### config.mk
export PLATFORM = sky130hd
export DESIGN_NAME = spoofer_avst_gen
export DESIGN_NICKNAME = d
export VERILOG_FILES = /design/src/rtl/spoofer_avst_gen.sv
export SDC_FILE = /design/constraint.sdc
export NUM_CORES = 1
export LEC_CHECK = 0
export BUFFER_PORTS_ARGS = -buffer_cell sky130_fd_sc_hd__buf_4
export CAP_MARGIN = 0
export CORE_UTILIZATION = 60
export CTS_BUF_LIST = sky130_fd_sc_hd__clkbuf_16
export DETAILED_ROUTE_END_ITERATION = 12
export GPL_ROUTABILITY_DRIVEN = 0
export PLACE_DENSITY = 0.89
export REMOVE_ABC_BUFFERS = 1
export SYNTH_ARGS = -nofsm -noshare
export SYNTH_HDL_FRONTEND = slang
export SYNTH_SLANG_ARGS = --single-unit
### constraint.sdc
create_clock -name clk -period 9.54 [get_ports clk]
set_input_delay 1.431 -clock clk [delete_from_list [all_inputs] [get_ports clk]]
set_output_delay 1.431 -clock clk [all_outputs]
set_load 0.01 [all_outputs]
### src/rtl/spoofer_avst_gen.sv
// rtl/spoofer_avst_gen.sv - multi-channel Avalon-ST packet pattern source
// Optional LFSR pattern built only when SPOOFER_AVST_LFSR_EN is defined.
module spoofer_avst_gen #(
    parameter int          DATA_WIDTH = 32,
    parameter int          CHANNELS   = 4,
    parameter int          PKT_LEN    = 16,
    parameter int          GAP_CYCLES = 0,
    parameter logic [31:0] LFSR_TAPS  = 32'h80200003,
    localparam int         CH_W       = (CHANNELS > 1) ? $clog2(CHANNELS) : 1
) (
    input  logic                  clk,
    input  logic                  rst,
    input  logic                  enable,
    input  logic [1:0]            mode,
    input  logic                  ready,
    output logic                  valid,
    output logic [DATA_WIDTH-1:0] data,
    output logic [CH_W-1:0]       channel,
    output logic                  sop,
    output logic                  eop,
    output logic [15:0]           pkt_count
);

    localparam int BEAT_W = (PKT_LEN > 1) ? $clog2(PKT_LEN) : 1;
    localparam int GAP_W  = (GAP_CYCLES > 1) ? $clog2(GAP_CYCLES) : 1;

    localparam logic [1:0] MODE_CNT  = 2'b00;
    localparam logic [1:0] MODE_LFSR = 2'b01;
    localparam logic [1:0] MODE_WALK = 2'b10;

    typedef enum logic [1:0] {ST_IDLE, ST_SEND, ST_GAP} state_t;

    state_t                  state_q, state_d;
    logic [BEAT_W-1:0]       beat_q, beat_d;
    logic [CH_W-1:0]         ch_q, ch_d;
    logic [GAP_W-1:0]        gap_q, gap_d;
    logic [1:0]              mode_q, mode_d;
    logic                    valid_q, valid_d;
    logic [DATA_WIDTH-1:0]   data_q, data_d;
    logic [CH_W-1:0]         chan_q, chan_d;
    logic                    sop_q, sop_d;
    logic                    eop_q, eop_d;
    logic [15:0]             pkt_q, pkt_d;
    logic [DATA_WIDTH-1:0]   cnt_q [CHANNELS];
    logic [DATA_WIDTH-1:0]   cnt_d [CHANNELS];

    logic                    load;
    logic [CH_W-1:0]         ld_ch;
    logic [BEAT_W-1:0]       ld_beat;
    logic [1:0]              ld_mode;
    logic [CH_W-1:0]         ch_next;

`ifdef SPOOFER_AVST_LFSR_EN
    localparam logic [DATA_WIDTH-1:0] TAPS = DATA_WIDTH'(LFSR_TAPS);

    logic [DATA_WIDTH-1:0]   lfsr_q [CHANNELS];
    logic [DATA_WIDTH-1:0]   lfsr_d [CHANNELS];

    function automatic logic [DATA_WIDTH-1:0] lfsr_step(input logic [DATA_WIDTH-1:0] v);
        return v[0] ? ((v >> 1) ^ TAPS) : (v >> 1);
    endfunction

    function automatic logic [1:0] eff_mode(input logic [1:0] m);
        return (m == 2'b11) ? MODE_CNT : m;
    endfunction
`else
    function automatic logic [1:0] eff_mode(input logic [1:0] m);
        return (m == MODE_WALK) ? MODE_WALK : MODE_CNT;
    endfunction
`endif

    assign ch_next = (int'(ch_q) == CHANNELS - 1) ? '0 : ch_q + 1'b1;

    always_comb begin
        state_d = state_q;
        beat_d  = beat_q;
        ch_d    = ch_q;
        gap_d   = gap_q;
        mode_d  = mode_q;
        valid_d = valid_q;
        data_d  = data_q;
        chan_d  = chan_q;
        sop_d   = sop_q;
        eop_d   = eop_q;
        pkt_d   = pkt_q;
        cnt_d   = cnt_q;
`ifdef SPOOFER_AVST_LFSR_EN
        lfsr_d  = lfsr_q;
`endif
        load    = 1'b0;
        ld_ch   = ch_q;
        ld_beat = beat_q;
        ld_mode = mode_q;

        case (state_q)
            ST_IDLE: begin
                if (enable) begin
                    load    = 1'b1;
                    ld_beat = '0;
                    ld_mode = eff_mode(mode);
                end
            end
            ST_SEND: begin
                if (valid_q && ready) begin
                    // Pattern state advances only for the pattern actually in use.
                    if (mode_q == MODE_CNT)
                        cnt_d[ch_q] = cnt_q[ch_q] + 1'b1;
`ifdef SPOOFER_AVST_LFSR_EN
                    if (mode_q == MODE_LFSR)
                        lfsr_d[ch_q] = lfsr_step(lfsr_q[ch_q]);
`endif
                    if (int'(beat_q) != PKT_LEN - 1) begin
                        load    = 1'b1;
                        ld_beat = beat_q + 1'b1;
                    end else begin
                        pkt_d   = pkt_q + 1'b1;
                        ch_d    = ch_next;
                        beat_d  = '0;
                        valid_d = 1'b0;
                        sop_d   = 1'b0;
                        eop_d   = 1'b0;
                        if (GAP_CYCLES > 0) begin
                            state_d = ST_GAP;
                            gap_d   = '0;
                        end else if (enable) begin
                            load    = 1'b1;
                            ld_ch   = ch_next;
                            ld_beat = '0;
                            ld_mode = eff_mode(mode);
                        end else begin
                            state_d = ST_IDLE;
                        end
                    end
                end
            end
            ST_GAP: begin
                if (int'(gap_q) >= GAP_CYCLES - 1) begin
                    if (enable) begin
                        load    = 1'b1;
                        ld_beat = '0;
                        ld_mode = eff_mode(mode);
                    end else begin
                        state_d = ST_IDLE;
                    end
                end else begin
                    gap_d = gap_q + 1'b1;
                end
            end
            default: state_d = ST_IDLE;
        endcase

        // Loads read the already-advanced pattern state so a one-channel
        // configuration continues seamlessly across packet boundaries.
        if (load) begin
            state_d = ST_SEND;
            valid_d = 1'b1;
            beat_d  = ld_beat;
            chan_d  = ld_ch;
            mode_d  = ld_mode;
            sop_d   = (ld_beat == '0);
            eop_d   = (int'(ld_beat) == PKT_LEN - 1);
            case (ld_mode)
                MODE_WALK: data_d = DATA_WIDTH'(1) << (int'(ld_beat) % DATA_WIDTH);
`ifdef SPOOFER_AVST_LFSR_EN
                MODE_LFSR: data_d = lfsr_d[ld_ch];
`endif
                default:   data_d = cnt_d[ld_ch];
            endcase
        end
    end

    always_ff @(posedge clk or posedge rst) begin
        if (rst) begin
            state_q <= ST_IDLE;
            beat_q  <= '0;
            ch_q    <= '0;
            gap_q   <= '0;
            mode_q  <= MODE_CNT;
            valid_q <= 1'b0;
            data_q  <= '0;
            chan_q  <= '0;
            sop_q   <= 1'b0;
            eop_q   <= 1'b0;
            pkt_q   <= '0;
            for (int i = 0; i < CHANNELS; i++) begin
                cnt_q[i]  <= '0;
`ifdef SPOOFER_AVST_LFSR_EN
                lfsr_q[i] <= DATA_WIDTH'(1);
`endif
            end
        end else begin
            state_q <= state_d;
            beat_q  <= beat_d;
            ch_q    <= ch_d;
            gap_q   <= gap_d;
            mode_q  <= mode_d;
            valid_q <= valid_d;
            data_q  <= data_d;
            chan_q  <= chan_d;
            sop_q   <= sop_d;
            eop_q   <= eop_d;
            pkt_q   <= pkt_d;
            cnt_q   <= cnt_d;
`ifdef SPOOFER_AVST_LFSR_EN
            lfsr_q  <= lfsr_d;
`endif
        end
    end

    assign valid     = valid_q;
    assign data      = data_q;
    assign channel   = chan_q;
    assign sop       = sop_q;
    assign eop       = eop_q;
    assign pkt_count = pkt_q;

endmodule
# == After elaboration in Yosys (flattened, before gate mapping) ==
# Index checks and enable logic that the tools add are counted.
# classes
reduce_logical,11
n_eq_ne,11
addsub,4
mux,46
n_bitwise,3
magnitude_cmp,3
shift,1
# ops
op,n
$mux 128,3
$mux 32,6
$bmux 32 s2,2
$bwmux 128,1
$demux 32 s2,1
$add 32x1->32 const B,1
$shl 1x4->32 const A,1
$mux 4,7
$mux 2,13
$add 16x1->16 const B,1
$mux 1,9
$reduce_and 3->1,3
$pmux 4 s2,1
$eq 2x2->1 const B,3
$ge 3x3->1 const B,2
$ne 3x3->1 const B,2
$not 2->3,2
$pmux 2 s3,1
$add 4x1->4 const B,1
$eq 2x1->1 const B,2
$eq 4x1->1 const B,1
$logic_not 2->1,2
$logic_not 4->1,1
$ne 2x2->1 const B,2
9 further kinds,11
# word_totals
inputBits,6
regBits,191
wordCells,93

# == Longest topological paths before layout ==
# Gate-level depths: netlist of the first run.
# logic_depth
word_depth,13
depth_mapped,14

# == Worst setup path after synthesis of the first run ==
# Ideal clock, no wire load.
# synth_timing
path_type,in2reg
start,input port ready
end,"register data_q[8], in the netlist data[8]"
t_arrival_ps,3662
required_time_ps,9393
path_slack_ps,5731
stages,9
setup_ps,147
path_cell_list,clkbuf_1 -> and4_1 -> nand3_1 -> mux2_2 -> buf_1 -> buf_1 -> nor2_1 -> a222oi_1 -> o221ai_1
# synth_between
elab_chain_cells,8
word_cells_on_any_way,18
# synth_rtl
element,line_no,source
start: declaration,15,"input logic ready,"
$logic_and 1x1->1 (*),104,if (valid_q && ready) begin
$mux 2,104,
$mux 2,95,case (state_q)
$not 2->3 (not written as such),167,default: data_d = cnt_d[ld_ch];
$bmux 32 s2,167,
$mux 32 (not written as such) (2 in series),167,
$mux 32,162,case (ld_mode)
end signal: assignment,198,data_q <= data_d;
end: declaration,39,"logic [DATA_WIDTH-1:0] data_q, data_d;"
# Every way passes the cells marked *; elsewhere a longest branch is shown, timed or not. The select of a mux whose other input is x is not followed.
# A chain may end at the register's enable or synchronous reset.

# == Worst setup path after layout of the first run ==
# layout_timing
start,input port ready
end,"register data_q[25], in the netlist data[25]"
# Same word-level chain as after synthesis.

==> results of run 1 <==
metal layers:
| layer | routed length [um] | part of all wire |
|---|---|---|
| met4 | 1340 | 0.045 |
| met2 | 13700 | 0.46 |
| met1 | 11000 | 0.37 |
| met5 | 0 | 0 |
| met3 | 3550 | 0.12 |
state kept, by name, indices dropped and copies added (netlist names):
name,flops
sop,1
beat_q,4
data,32
cnt_q,128
channel,2
mode_q,2
valid,1
pkt_count,16
eop,1
ch_q,2
cell usage in the layout, fill, tap and decap left out, types with 6 or more instances in the layout:
master and instances:
sky130_fd_sc_hd__or3_1 7, sky130_fd_sc_hd__a211oi_1 17, sky130_fd_sc_hd__a31oi_1 21, sky130_fd_sc_hd__mux2i_1 17, sky130_fd_sc_hd__a22oi_1 8, sky130_fd_sc_hd__and4_1 7
sky130_fd_sc_hd__mux4_2 32, sky130_fd_sc_hd__nand2b_1 7, sky130_fd_sc_hd__o31ai_1 7, sky130_fd_sc_hd__buf_4 73, sky130_fd_sc_hd__a2111oi_0 6, sky130_fd_sc_hd__o211ai_1 6
sky130_fd_sc_hd__or4_1 6, sky130_fd_sc_hd__clkbuf_16 17, sky130_fd_sc_hd__o21ai_0 80, sky130_fd_sc_hd__and2_1 14, sky130_fd_sc_hd__nand4_1 19, sky130_fd_sc_hd__and3_1 8
sky130_fd_sc_hd__nand3_1 33, sky130_fd_sc_hd__o221ai_1 6, sky130_fd_sc_hd__a21oi_1 71, sky130_fd_sc_hd__xor2_1 14, sky130_fd_sc_hd__a311oi_1 6, sky130_fd_sc_hd__a211o_1 10
sky130_fd_sc_hd__mux2_2 6, sky130_fd_sc_hd__ha_1 7, sky130_fd_sc_hd__nor2_1 140, sky130_fd_sc_hd__nor4_1 10, sky130_fd_sc_hd__nand2_1 117, sky130_fd_sc_hd__dfrtp_1 188
sky130_fd_sc_hd__inv_1 23, sky130_fd_sc_hd__nor3_1 23, sky130_fd_sc_hd__xnor2_1 22
layout make-up:
type	count	area, sq um	share of cell area
inverters	23	93.8	0.00819
multi-input cells	796	5240	0.457
well taps	220	275	0.0240
clock buffers	17	425	0.0371
flip-flops and latches	189	4730	0.413
clock inverters	15	149	0.0130
repair buffers	73	548	0.0478
stage by stage:
stage	area [sq um]	util	power (mW)	instances	hold slack [ns]
floorplan	10000	-	2.44	1008	0.454
global placement	10900	0.649	2.93	1301	0.469
detailed placement	10900	0.649	3.00	1301	0.467
CTS	11500	0.684	3.73	1333	0.485
global route	11500	0.684	3.98	1333	0.502
finish	11500	0.684	3.79	1333	0.483
cells by family (layout without fill, tap and decap cells):
group / after synthesis / count (layout)
compound gates: 282 / 282
xor+xnor: 36 / 36
fa+ha+maj: 7 / 7
buf+inv: 99 / 128
flops: 189 / 189
mux: 60 / 60
simple gates: 411 / 411
power by group through the flow:
| stage | logic [mW] | clock network [mW] | registers, mW |
|---|---|---|---|
| 5_1_grt | 1.96 | 0.740 | 1.28 |
| 3_3_place_gp | 1.69 | 0 | 1.24 |
| 3_5_place_dp | 1.75 | 0 | 1.25 |
| 2_1_floorplan | 1.20 | 0 | 1.25 |
| 6_report | 1.83 | 0.712 | 1.25 |
| 4_1_cts | 1.78 | 0.705 | 1.24 |
how the worst min path moves through the flow:
stage / endpoint / slack, ns / cells past startpoint
after floorplan: cnt_q[8] / 0.45 / 2
after global placement: pkt_count[15] / 0.47 / 1
after detailed placement: pkt_count[15] / 0.47 / 1
after CTS: data[31] / 0.48 / 2
after global routing: data[31] / 0.50 / 2
final: pkt_count[15] / 0.48 / 1
==> results, run 1 <==
- The first detailed-routing pass ran for 7 iterations.
- The height of the die is ~130 um.
- The floorplan row count is 47.
- The count of antenna diodes in the layout is 0.
- Of the total power, the share spent switching nets is 0.444.
- Of the total power, registers draw 0.330.
- For the worst setup path, the data required time is 9.87 ns.
- Of the post-synthesis cell area, the dominant cell type holds 0.455.
- The synthesized design spends more area on one cell type than any other, namely sky130_fd_sc_hd__dfrtp_1.
- The count of final max-slew check failures is 0.
- Setup violations remaining at the end of the flow were counted as 0.
- Of the total synthesized cell area, the portion taken by AND, OR, NAND and NOR gates is 0.188.
- The global-route track usage on met3 is 0.0879.
- The total power per unit cell area is approximately 330 nW/um^2.
- In this run the post-CTS setup repair buffer count came out at 0.
- Sorting the synthesized cells by area gives the leading types as sky130_fd_sc_hd__dfrtp_1 46%, sky130_fd_sc_hd__mux4_2 6.9%, sky130_fd_sc_hd__nor2_1 5.1%.
- The total negative slack for setup checks is 0 ns.
- The number of antenna violations at the first check in global routing is 0.
- The post-route fraction of the period consumed by the critical path is 0.472.
- The startpoint identified for the worst register-to-register timing path is ch_q[1].
- A synthesized cell averages roughly 9.6 sq um.
- The slowest stage of the critical path belongs to the cell sky130_fd_sc_hd__nor4bb_1.
- Clock-pin slew was measured on the worst setup and hold paths at about 0.070 ns.
- The final critical-path setup slack is slightly above 5 ns.
- The final net count is 1113.
- The depth of the most critical reg-to-reg path is 8.
- The kind of start point of the critical path is an input pin.
- The adder and majority cell fraction of the synthesized area is 0.00843.
- CTS saw ~190 sinks.
- The final worst clock skew is 0.00879 ns.
- The H-tree generated during clock tree synthesis spans 4 levels.
- Derived from the worst setup path, the maximum achievable clock frequency is roughly 220 MHz.
- The die width is about 130 um.
- Across the VDD grid, the largest voltage drop is ~0.20 mV.
- The multiplexer share of the synthesized area is 0.102.
- The signal on the critical path passes through buf_4, nor4bb_1, and2_1, buf_4, mux2i_1, or3_1, a32o_1, a211o_1.
- The growth of design area from synthesis to finish is 10.4%.
- The main combinational cell family by area after synthesis is simple AND/OR/NAND/NOR gates.
- The predominant post-synthesis flop cell is sky130_fd_sc_hd__dfrtp_1.
- The data arrival time of the critical path is 4.84 ns.
- The share of total power in combinational logic is 0.483.
- The gate count after technology mapping is approximately 1100.
- In this run the number of cells on the critical path is 8.
- The global-route track usage on met2 is 0.542.
- At the pin with the least slew margin, the transition time is ~1.2 ns.
- The leakage power is just under 5 nW.
- The total die area is ~18000 sq um.
- The register bit total from synthesis is approximately 190.
- The startpoint of the most critical setup path is ready.
- The pre-CTS setup slack is about 4.7 ns.
- After global routing the overflow that remains totals 0.
- The number of buffers and inverters on the critical path is 2.
- Of the total synthesized cell area, the portion taken by XOR and XNOR cells is 0.0304.
- The peak-usage layer in the global routing report is met2.
- The start point of the worst min-delay path is pkt_count[15].
- The number of instances resized during post-cts repair is 0.
- The residual DRC count is 0.
- The detailed-route wire length per cell is between 20 and 25 um.
- Once detail routing completed, the nets flagged for antenna violations numbered 0.
- The register-to-register setup slack is 5.31 ns.
- The starting density of the core is 0.620.
- The worst setup path is captured at a flop.
- Summed over all nets, the switching power comes to 1.68 mW.
- For this design, the CTS-stage hold fixing added 0 buffers.
- The placed wire-length estimate after detailed placement is between 15 and 20 mm.
- The maximum fanout count along the critical path is 25.
- The number of warning messages in the yosys log is 0.
- For this run, the total global-route usage over all layers was measured as 0.346.
- In the synthesized netlist, the cells that appear most often are 189 x sky130_fd_sc_hd__dfrtp_1, 140 x sky130_fd_sc_hd__nor2_1, 117 x sky130_fd_sc_hd__nand2_1.
- Buffers placed on the I/O ports in this run total 58.
- The time the final worst path needs with I/O delays and setup is roughly 4.5 ns.
- For this run, the slowest stage of the critical path takes 0.94 ns.
- After detailed routing, the total wire length is just under 30 mm.
- The synthesized area is 10400 sq um.
- The detailed-route via count is roughly 9500.
- The area of the placeable core is 16800 sq um.
- The most common cell in the synthesized netlist is sky130_fd_sc_hd__dfrtp_1.
- The post-synthesis cell type count is 70.
- In this run the worst setup path terminates at data[25].
- The wire length of the first global-routing pass is 47.9 mm.
- The post-detailed-route via-to-cell ratio is ~7.1.
- The proportion of register bits with asynchronous set or reset after synthesis is 1.00.
- The internal power of the cells totals 2.11 mW.
- Clock tree synthesis inserted a total of 17 buffers.
- Setup repair after global routing left no endpoint under its margin.
- The min-delay analysis places its worst path in the category reg2reg.
- The share of cells above drive strength 1 is 0.145.
- The flow ran to the end, and the final reports show no timing, DRC or antenna violations.
- The count of endpoints failing hold in the final timing report was 0.
- The fraction of the mapped netlist area in compound gates was 0.175.
- For this run, global-route usage on met1 was measured as 0.451.
- The category of the most critical setup path is in2reg.
- The clock latency at the later pin of the worst-skew pair is roughly 0.45 ns.
- The number of enable flip-flop cells after synthesis is 0.
- The clock root buffer master is sky130_fd_sc_hd__clkbuf_16.
- Of the synthesized area, sequential elements account for 0.455.
- The cell class contributing the biggest share of worst-path delay is simple AND/OR/NAND/NOR gates.
- The number of global-route vias before repair came to roughly 9500.
- The clock share of power is 0.188.
- TritonCTS built the clock tree.
- The worst register-to-register path ends at data[23].
- In this run the tightest slew margin relative to its limit is 0.202.
- The most frequent cell on the critical path is sky130_fd_sc_hd__buf_4.
- The first routing iteration left between 1000 and 1500 violations.
- The pin count of the biggest net entering global routing is about 130.
- Counting the fill cells in the layout gives ~1200.
- The maximum count of clock buffers along a single path is 2.
- The number of top-level pins is just under 60.
- The max-cap violation count is 0.
No activity file was read; power rests on OpenSTA's default activity.
==> run 2: changes to the inputs <==
--- a/config.mk
+++ b/config.mk
@@ -5,13 +5,14 @@
 export SDC_FILE = /design/constraint.sdc
 export NUM_CORES = 1
 export LEC_CHECK = 0
+export ABC_AREA = 1
 export BUFFER_PORTS_ARGS = -buffer_cell sky130_fd_sc_hd__buf_4
 export CAP_MARGIN = 0
 export CORE_UTILIZATION = 60
 export CTS_BUF_LIST = sky130_fd_sc_hd__clkbuf_16
 export DETAILED_ROUTE_END_ITERATION = 12
 export GPL_ROUTABILITY_DRIVEN = 0
-export PLACE_DENSITY = 0.89
+export PLACE_DENSITY = 0.88
 export REMOVE_ABC_BUFFERS = 1
 export SYNTH_ARGS = -nofsm -noshare
 export SYNTH_HDL_FRONTEND = slang
==> constraint.sdc (replaced) <==
create_clock -name clk -period 4.3 [get_ports clk]
set_input_delay 0.645 -clock clk [delete_from_list [all_inputs] [get_ports clk]]
set_output_delay 0.645 -clock clk [all_outputs]
set_load 0.01 [all_outputs]
==> run 2 against run 1 <==
Effect of this change:
- clock power rose by 120%
- worst setup slack lost 4.0 ns
- die area up 14%
- synthesized cell count rose by 62%
- routed wire length grew 14%
- sequential cell count stayed put
- synthesized area increased by 14%
- count of clock-buffer cells in the layout is the same
- worst hold slack got worse by 0.085 ns
- largest cell class unchanged
- largest power group unchanged
- sequential power increased by 98%
- first-iteration DRC count grew 18%
==> results, run 2 <==
- The total die area is 20300 sq um.
- The switching fraction of total power is 0.441.
- For this run, the total global-route usage over all layers was measured as 0.344.
- After synthesis, the mean cell area works out to 6.77 sq um.
- The number of warning messages in the yosys log is 0.
- The most used flip-flop cell after synthesis is sky130_fd_sc_hd__dfrtp_1.
- The internal power of the cells totals ~4.1 mW.
- By count the netlist is led by 666 x sky130_fd_sc_hd__nand2_1, 233 x sky130_fd_sc_hd__nand3_1, 189 x sky130_fd_sc_hd__dfrtp_1.
- The finished layout holds 2051 standard cells, fillers aside.
- The die width is roughly 140 um.
- In this design, the stage delay of the slowest critical-path cell is between 0.5 and 0.6 ns.
- Setup violations remaining at the end of the flow were counted as 0.
- For this run, the register share of the synthesized area comes to 0.399.
- The number of input and output port buffers inserted is 58.
- The synthesized netlist occupies a cell area of roughly 12000 sq um.
- The clock transition at the register clock pins on the worst setup and hold paths after CTS is approximately 0.070 ns.
- Counting distinct cell types in the post-synthesis netlist gives 44.
- The post-synthesis cell type with the largest combined area is sky130_fd_sc_hd__dfrtp_1.
- Of the total power, registers draw 0.336.
- For the pin with the worst max-slew slack, the measured transition is slightly above 1 ns.
- The worst slew margin relative to its limit is 0.317.
- The proportion of register bits with asynchronous set or reset after synthesis is 1.00.
- The worst-case IR drop observed on VDD is approximately 0.31 mV.
- After detailed routing, the number of remaining DRC violations is 0.
- The max-cap violation count is 0.
- The number of setup buffers added after CTS is 0.
- The first global-routing pass estimated approximately 55 mm of wire.
- The floorplan row count is between 50 and 60.
- The DRC marker count from the first detailed-route iteration is ~1500.
- The height of the die is 143 um.
- The number of CTS-inserted buffers is 17.
- The share of cells above drive strength 1 is 0.115.
- The quantity of hold-fixing buffers added after cts is 0.
- The pin count of the biggest net entering global routing is ~140.
- The path class of the tightest hold or removal check is in2async.
- Summed over all nets, the switching power comes to roughly 3.2 mW.
- The cell with the most instances after synthesis is sky130_fd_sc_hd__nand2_1.
- Wires add up to roughly 34 mm.
- The detailed-route via count is 12200.
- Once detail routing completed, the nets flagged for antenna violations numbered 0.
- Ranked by flip-flop count, first place goes to cnt_q.
- Across the routed clock network, the largest skew measured is 0.0112 ns.
- The count of final max-slew check failures is 0.
- Counting both buffers and inverters, the worst setup path holds a total of 1.
- The kind of capture point of the worst setup path is a flop.
- From synthesis to final layout, the design area changed by 9.69%.
- Post-CTS repair changed the size of 0 cells.
- Counting tap cells, the placed design contains a total of 2019 instances.
- The cell class contributing the biggest share of worst-path delay is simple AND/OR/NAND/NOR gates.
- The gate count after technology mapping is between 1500 and 2000.
- During I/O placement, the number of pins put on the boundary was 59.
- The highest attainable clock frequency is slightly above 300 MHz.
- The leakage power is between 6 and 7 nW.
- The clock latency at the later pin of the worst-skew pair is 0.44 ns.
- CTS placed an instance of sky130_fd_sc_hd__clkbuf_16 at the clock tree root.
- Detailed placement ended at an HPWL of between 20 and 25 mm.
- The number of enable flip-flop cells after synthesis is 0.
- The library cells used most frequently in the layout, excluding fill and tap cells, are 666 x sky130_fd_sc_hd__nand2_1, 233 x sky130_fd_sc_hd__nand3_1, 187 x sky130_fd_sc_hd__dfrtp_1.
- Setup repair after global routing left no endpoint under its margin.
- On the final layout, the worst hold slack is ~0.4 ns.
- The count of endpoints failing hold in the final timing report was 0.
- The time the final worst path needs with I/O delays and setup is about 3.3 ns.
- The CTS tree is built.
- Yosys attributes the largest share of cell area to sky130_fd_sc_hd__dfrtp_1 40%, sky130_fd_sc_hd__nand2_1 21%, sky130_fd_sc_hd__nand3_1 9.8%.
- The number of antenna violations at the first check in global routing is 0.
- For the worst setup path, the data arrival time is 3.64 ns.
- The combined area of the multi-input logic cells is between 6000 and 7000 sq um.
- At the end of the flow, the number of nets in the layout was between 1500 and 2000.
- The leading cell type in the layout, fill and taps excluded is sky130_fd_sc_hd__nand2_1.
- The aggregate global routing overflow is 0.
- Walking the worst path, the cells encountered are buf_4, o211ai_1, nand2_1, ha_1, nand2_2, nor2_2, nand2_1, nor2_2, nor2_1, nor2_2, nand2_1, nand3_1, nand3_1, nand3_1, nand2_1.
- The starting density of the core is 0.611.
- The H-tree depth is 4.
- The total number of clock tree sinks is between 150 and 200.
- In this run the power density over the cells is around 560 nW/um^2.
- The clock passes through at most 2 buffers.
- The number of global-route vias before repair was around 11000.
- By instance count, the cell type seen most on the critical path is sky130_fd_sc_hd__nand2_1.
- The maximum fanout count along the critical path is 55.
- The clock share of power is 0.216.
- Summing all flip-flop and latch instances after layout gives around 4700 sq um.
- The critical path data required time is ~4.6 ns.
- Summing internal, switching and leakage power gives around 7.3 mW.
- The category of the most critical setup path is reg2reg.
- Synthesis inferred ~190 register bits.
- After floorplanning, the core was sized to cover ~19000 sq um.
- The count of antenna diodes in the layout is 0.
- The detailed-route wire length per cell is around 17 um.
- Dividing the detail-routed via count by the number of cells gives roughly 6.
- The run finished with clean final reports.
- The post-route fraction of the period consumed by the critical path is 0.770.
- The fraction of synthesized cell area taken by the top area cell type is 0.399.
- The number of flip-flops under the largest register name is between 100 and 150.
- The first TritonRoute pass finished after 9 iterations.
- The final-layout fill cell count is 1683.
- The share of total power in combinational logic is 0.447.
- The kind of start point of the critical path is a flop.
- For this design, the slowest cell found on the critical path is sky130_fd_sc_hd__buf_4.
run 2: cell families (layout without fill, tap and decap cells):
group	Yosys count	after routing	synth area share
buf+inv	216	249	0.0810
flops	189	189	0.399
fa+ha+maj	7	7	0.00738
simple gates	1160	1160	0.418
xor+xnor	22	22	0.0169
compound gates	159	159	0.0785
run 2: metal layers:
| metal | wire length [um] | part of all wire | GRT usage |
|---|---|---|---|
| met1 | 13400 | 0.40 | 0.462 |
| met2 | 15600 | 0.46 | 0.555 |
| met3 | 3470 | 0.10 | 0.0508 |
| met4 | 1410 | 0.042 | 0.155 |
| met5 | 0 | 0 | 0 |
run 2: metrics by stage:
step / setup slack (ns) / util / area, sq um / TNS, ns
floorplan: -2.66 / - / 11400 / -411.34
global placement: 1.07 / 0.641 / 12400 / 0
detailed placement: 1.05 / 0.641 / 12400 / 0
CTS: 1.08 / 0.671 / 13000 / 0
global route: 0.812 / 0.671 / 13000 / 0
finish: 0.988 / 0.671 / 13000 / 0
run 2: power by group through the flow:
stage / sequential, mW / clock, mW / combinational (mW)
after floorplan: 2.53 / 0 / 2.12
after global placement: 2.49 / 0 / 3.10
after detailed placement: 2.49 / 0 / 3.19
after CTS: 2.46 / 1.59 / 3.22
after global routing: 2.51 / 1.65 / 3.65
final: 2.47 / 1.59 / 3.28
run 2: area by class of cell:
type | count | share of cell area
clock buffer | 17 | 0.0327
clock inverter | 15 | 0.0121
inverter | 132 | 0.0390
multi-input combinational | 1348 | 0.476
sequential | 189 | 0.364
tap | 265 | 0.0255
timing repair buffer | 85 | 0.0510
run 2: worst reg2reg max path, delay by kind of cell (launching register included):
kind,cells,cell delay [ns]
and+or+nand+nor,12,1.67
buffers and inverters,1,0.57
DFF,1,0.43
adders and majority gates,1,0.33
AOI/OAI and AO/OA,1,0.20
run 2: path summary, 6_finish.rpt:
kind	from	end	slack [ns]	cells past startpoint
max in group asynchronous	rst	cnt_q[19]	3.05	3
setup reg to reg	ch_q[1]	data[14]	0.99	15
min in group clk	ready	valid	0.40	2
hold / removal	rst	pkt_count[15]	0.40	2
setup / recovery	ch_q[1]	data[14]	0.99	15
hold reg to reg	data[15]	data[15]	0.49	2
==> run 3: changes to the inputs <==
--- a/config.mk
+++ b/config.mk
@@ -5,14 +5,14 @@
 export SDC_FILE = /design/constraint.sdc
 export NUM_CORES = 1
 export LEC_CHECK = 0
-export ABC_AREA = 1
+export ABC_AREA = 0
 export BUFFER_PORTS_ARGS = -buffer_cell sky130_fd_sc_hd__buf_4
 export CAP_MARGIN = 0
 export CORE_UTILIZATION = 60
 export CTS_BUF_LIST = sky130_fd_sc_hd__clkbuf_16
 export DETAILED_ROUTE_END_ITERATION = 12
 export GPL_ROUTABILITY_DRIVEN = 0
-export PLACE_DENSITY = 0.88
+export PLACE_DENSITY = 0.89
 export REMOVE_ABC_BUFFERS = 1
 export SYNTH_ARGS = -nofsm -noshare
 export SYNTH_HDL_FRONTEND = slang
==> constraint.sdc (replaced) <==
create_clock -name clk -period 3.4 [get_ports clk]
set_input_delay 0.51 -clock clk [delete_from_list [all_inputs] [get_ports clk]]
set_output_delay 0.51 -clock clk [all_outputs]
set_load 0.01 [all_outputs]
==> run 3 against run 2 <==
Effect of this change:
- sequential power grew 41%
- sequential share of layout area grew 3.5 points
- critical path depth fell by 7
- worst hold slack worse by 0.16 ns
- die area shrank 12%
- combinational power is 69% higher
- first-iteration DRC count down 10%
- via count decreased by 22%
- largest cell class unchanged
- largest power group unchanged
- highest routed layer unchanged
==> results, run 3 (synthesis results as in run 1) <==
- In the final timing run, aggregate negative setup slack is 0 ns.
- The critical path is of the reg2reg type.
- The number of global-route vias before repair is ~9400.
- The depth of the most critical reg-to-reg path is 8.
- The net switching power figure is between 4 and 5 mW.
- Of the total power, the share spent switching nets is 0.437.
- Using the TritonRoute via totals, the vias-per-cell ratio works out to slightly below 7.
- The die width is roughly 130 um.
- The worst-case hold slack is 0.237 ns.
- TritonCTS built the clock tree.
- The detailed-route wire length per cell is 21.9 um.
- The post-route fraction of the period consumed by the critical path is 0.962.
- Relative to the synthesized area, the layout overhead comes to 14.3%.
- The data arrival time of the critical path is 3.61 ns.
- The detail route stage leaves a number of antenna-violating nets equal to 0.
- The area of the placeable core is 16800 sq um.
- Subtracting the final worst setup slack from the clock period gives ~3.3 ns.
- The maximum count of clock buffers along a single path is 2.
- For this design the static power due to leakage is approximately 5.1 nW.
- VDD sags by at most about 0.55 mV.
- The placed wire-length estimate after detailed placement is approximately 20 mm.
- At the pin with the least slew margin, the transition time is just over 0.9 ns.
- In this run the tool buffered the top-level ports with 58 buffer cells.
- The detailed-route via count is around 9500.
- The floorplan row count is 47.
- The number of buffers inserted by post-CTS setup repair is 0.
- In this run, the number of DRC markers left after iteration 0 of detailed routing was around 1300.
- The register-to-register setup slack is between 0.1 and 0.15 ns.
- The clock root buffer master is sky130_fd_sc_hd__clkbuf_16.
- The H-tree depth is 4.
- The aggregate global routing overflow is 0.
- For this configuration, the core starts out at a cell density of 0.620.
- Of the total power, the clock network draws 0.183.
- The launch point of the worst reg-to-reg path is ch_q[0].
- In this run the worst setup path begins at ch_q[0].
- Counting the fill cells in the layout gives ~1200.
- Derived from the worst setup path, the maximum achievable clock frequency is ~300 MHz.
- During I/O placement, the number of pins put on the boundary was 59.
- The number of detailed-routing iterations run before antenna repair is 6.
- The type of the tightest min-delay check is in2async.
- The final worst clock skew is 0.0117 ns.
- The register bank with the most flops is cnt_q.
- The kind of start point of the critical path is a flop.
- In this run the worst path has a maximum fanout of 27.
- The die is between 100 and 150 um tall.
- The count of final max-slew check failures came to 0.
- OpenSTA, run right after detailed placement, puts the worst setup slack at 0.140 ns.
- Setup repair after global routing left no endpoint under its margin.
- The total die area is around 18000 sq um.
- Setup slack on the critical path of the routed design comes to ~0.13 ns.
- The worst setup path is captured at a flop.
- Counting every sink on the clock net gives approximately 190.
- The max-cap violation count is 0.
- Leaving out fill and tap cells, the most frequent cell in the layout is sky130_fd_sc_hd__dfrtp_1.
- Of the cells placed in the final design, the portion with a size suffix greater than 1 is 0.179.
- The final layout contains routed wiring with a total length of ~30 mm.
- The later pin in the worst-skew pair is clocked with a latency of around 0.45 ns.
- The first global-routing pass estimated approximately 49 mm of wire.
- The number of CTS-inserted buffers is 17.
- In this run the power density over the cells is 931 nW/um^2.
- The worst slew margin relative to its limit is 0.396.
- Entering global routing, the biggest net connects ~130 pins.
- The worst register-to-register path ends at data[25].
- The final net count is 1154.
- The residual DRC count is 0.
- The share of total power dissipated in sequential elements is 0.315.
- The critical path capture point is data[25].
- The internal power component is 6.22 mW.
- The clock transition at the register clock pins on the worst setup and hold paths after CTS is 0.07 ns.
- The count of endpoints failing hold in the final timing report is 0.
- The count of antenna diodes in the layout is 0.
- The share of total power in combinational logic is 0.502.
- STA puts the critical path data required time at around 3.7 ns.
- The overall global routing resource usage is 0.354.
- The run finished with clean final reports.
- Setup violations remaining at the end of the flow were counted as 0.
- The number of flip-flops under the largest register name is between 100 and 150.
- Leaving out fill and tap cells, the most frequent cells in the layout are 188 x sky130_fd_sc_hd__dfrtp_1, 140 x sky130_fd_sc_hd__nor2_1, 116 x sky130_fd_sc_hd__nand2_1.
- The number of antenna violations at the first check in global routing is 0.
run 3: layout make-up:
cell class	count	area, sq um	area share
Multi-Input combinational cell	796	5260	0.443
Sequential cell	189	4730	0.399
Timing Repair Buffer	114	918	0.0774
Clock buffer	17	425	0.0358
Tap cell	220	275	0.0232
Clock inverter	15	163	0.0137
Inverter	23	93.8	0.00791
run 3: power groups by stage:
stage,registers (mW),clock network (mW),logic (mW)
after CTS,3.46,2.02,5.36
after floorplan,3.50,0,3.35
after global routing,3.55,2.10,5.94
after global placement,3.45,0,5.10
after detailed placement,3.48,0,5.31
final,3.48,2.02,5.54
run 3: how the worst min path moves through the flow:
stage	start	to	slack [ns]	cells after the start
floorplan	cnt_q[8]	cnt_q[8]	0.45	2
finish	rst	cnt_q[109]	0.24	2
global route	rst	cnt_q[109]	0.33	2
detailed placement	data[31]	data[31]	0.47	2
global placement	channel[1]	channel[1]	0.47	2
CTS	rst	cnt_q[12]	0.30	2
run 3: metrics by stage:
stage                     instance area, sq um  utilization  std cells  total power [mW]
after floorplan                          10000            -       1008              6.86
after global placement                   11300        0.672       1342              8.56
after detailed placement                 11300        0.672       1342              8.79
after CTS                                11800        0.707       1374              10.8
after global routing                     11900        0.708       1374              11.6
final                                    11900        0.708       1374              11.0
run 3: repair_timing:
| item | 4_1_cts | 5_1_grt |
|---|---|---|
| setup endpoints to repair | 0 | 11 |
| gates resized for setup | 0 | 6 |
| hold buffers | 0 | 0 |
run 3: critical path: stages (launching register included):
cell and delay, ns:
sky130_fd_sc_hd__dfrtp_4 0.60, sky130_fd_sc_hd__buf_12 0.24, sky130_fd_sc_hd__mux4_2 0.43, sky130_fd_sc_hd__nand4_1 0.34, sky130_fd_sc_hd__buf_4 0.30, sky130_fd_sc_hd__nor4_2 0.48, sky130_fd_sc_hd__xnor2_1 0.29, sky130_fd_sc_hd__a21oi_1 0.16
sky130_fd_sc_hd__a211o_1 0.30
run 3: routing by layer:
metal | track usage | up-vias | part of all wire
met1 | 0.461 | 4510 | 0.37
met3 | 0.0997 | 139 | 0.13
met5 | 0 | - | 0
met2 | 0.544 | 756 | 0.46
met4 | 0.182 | 0 | 0.043
li1 | - | 4109 | -
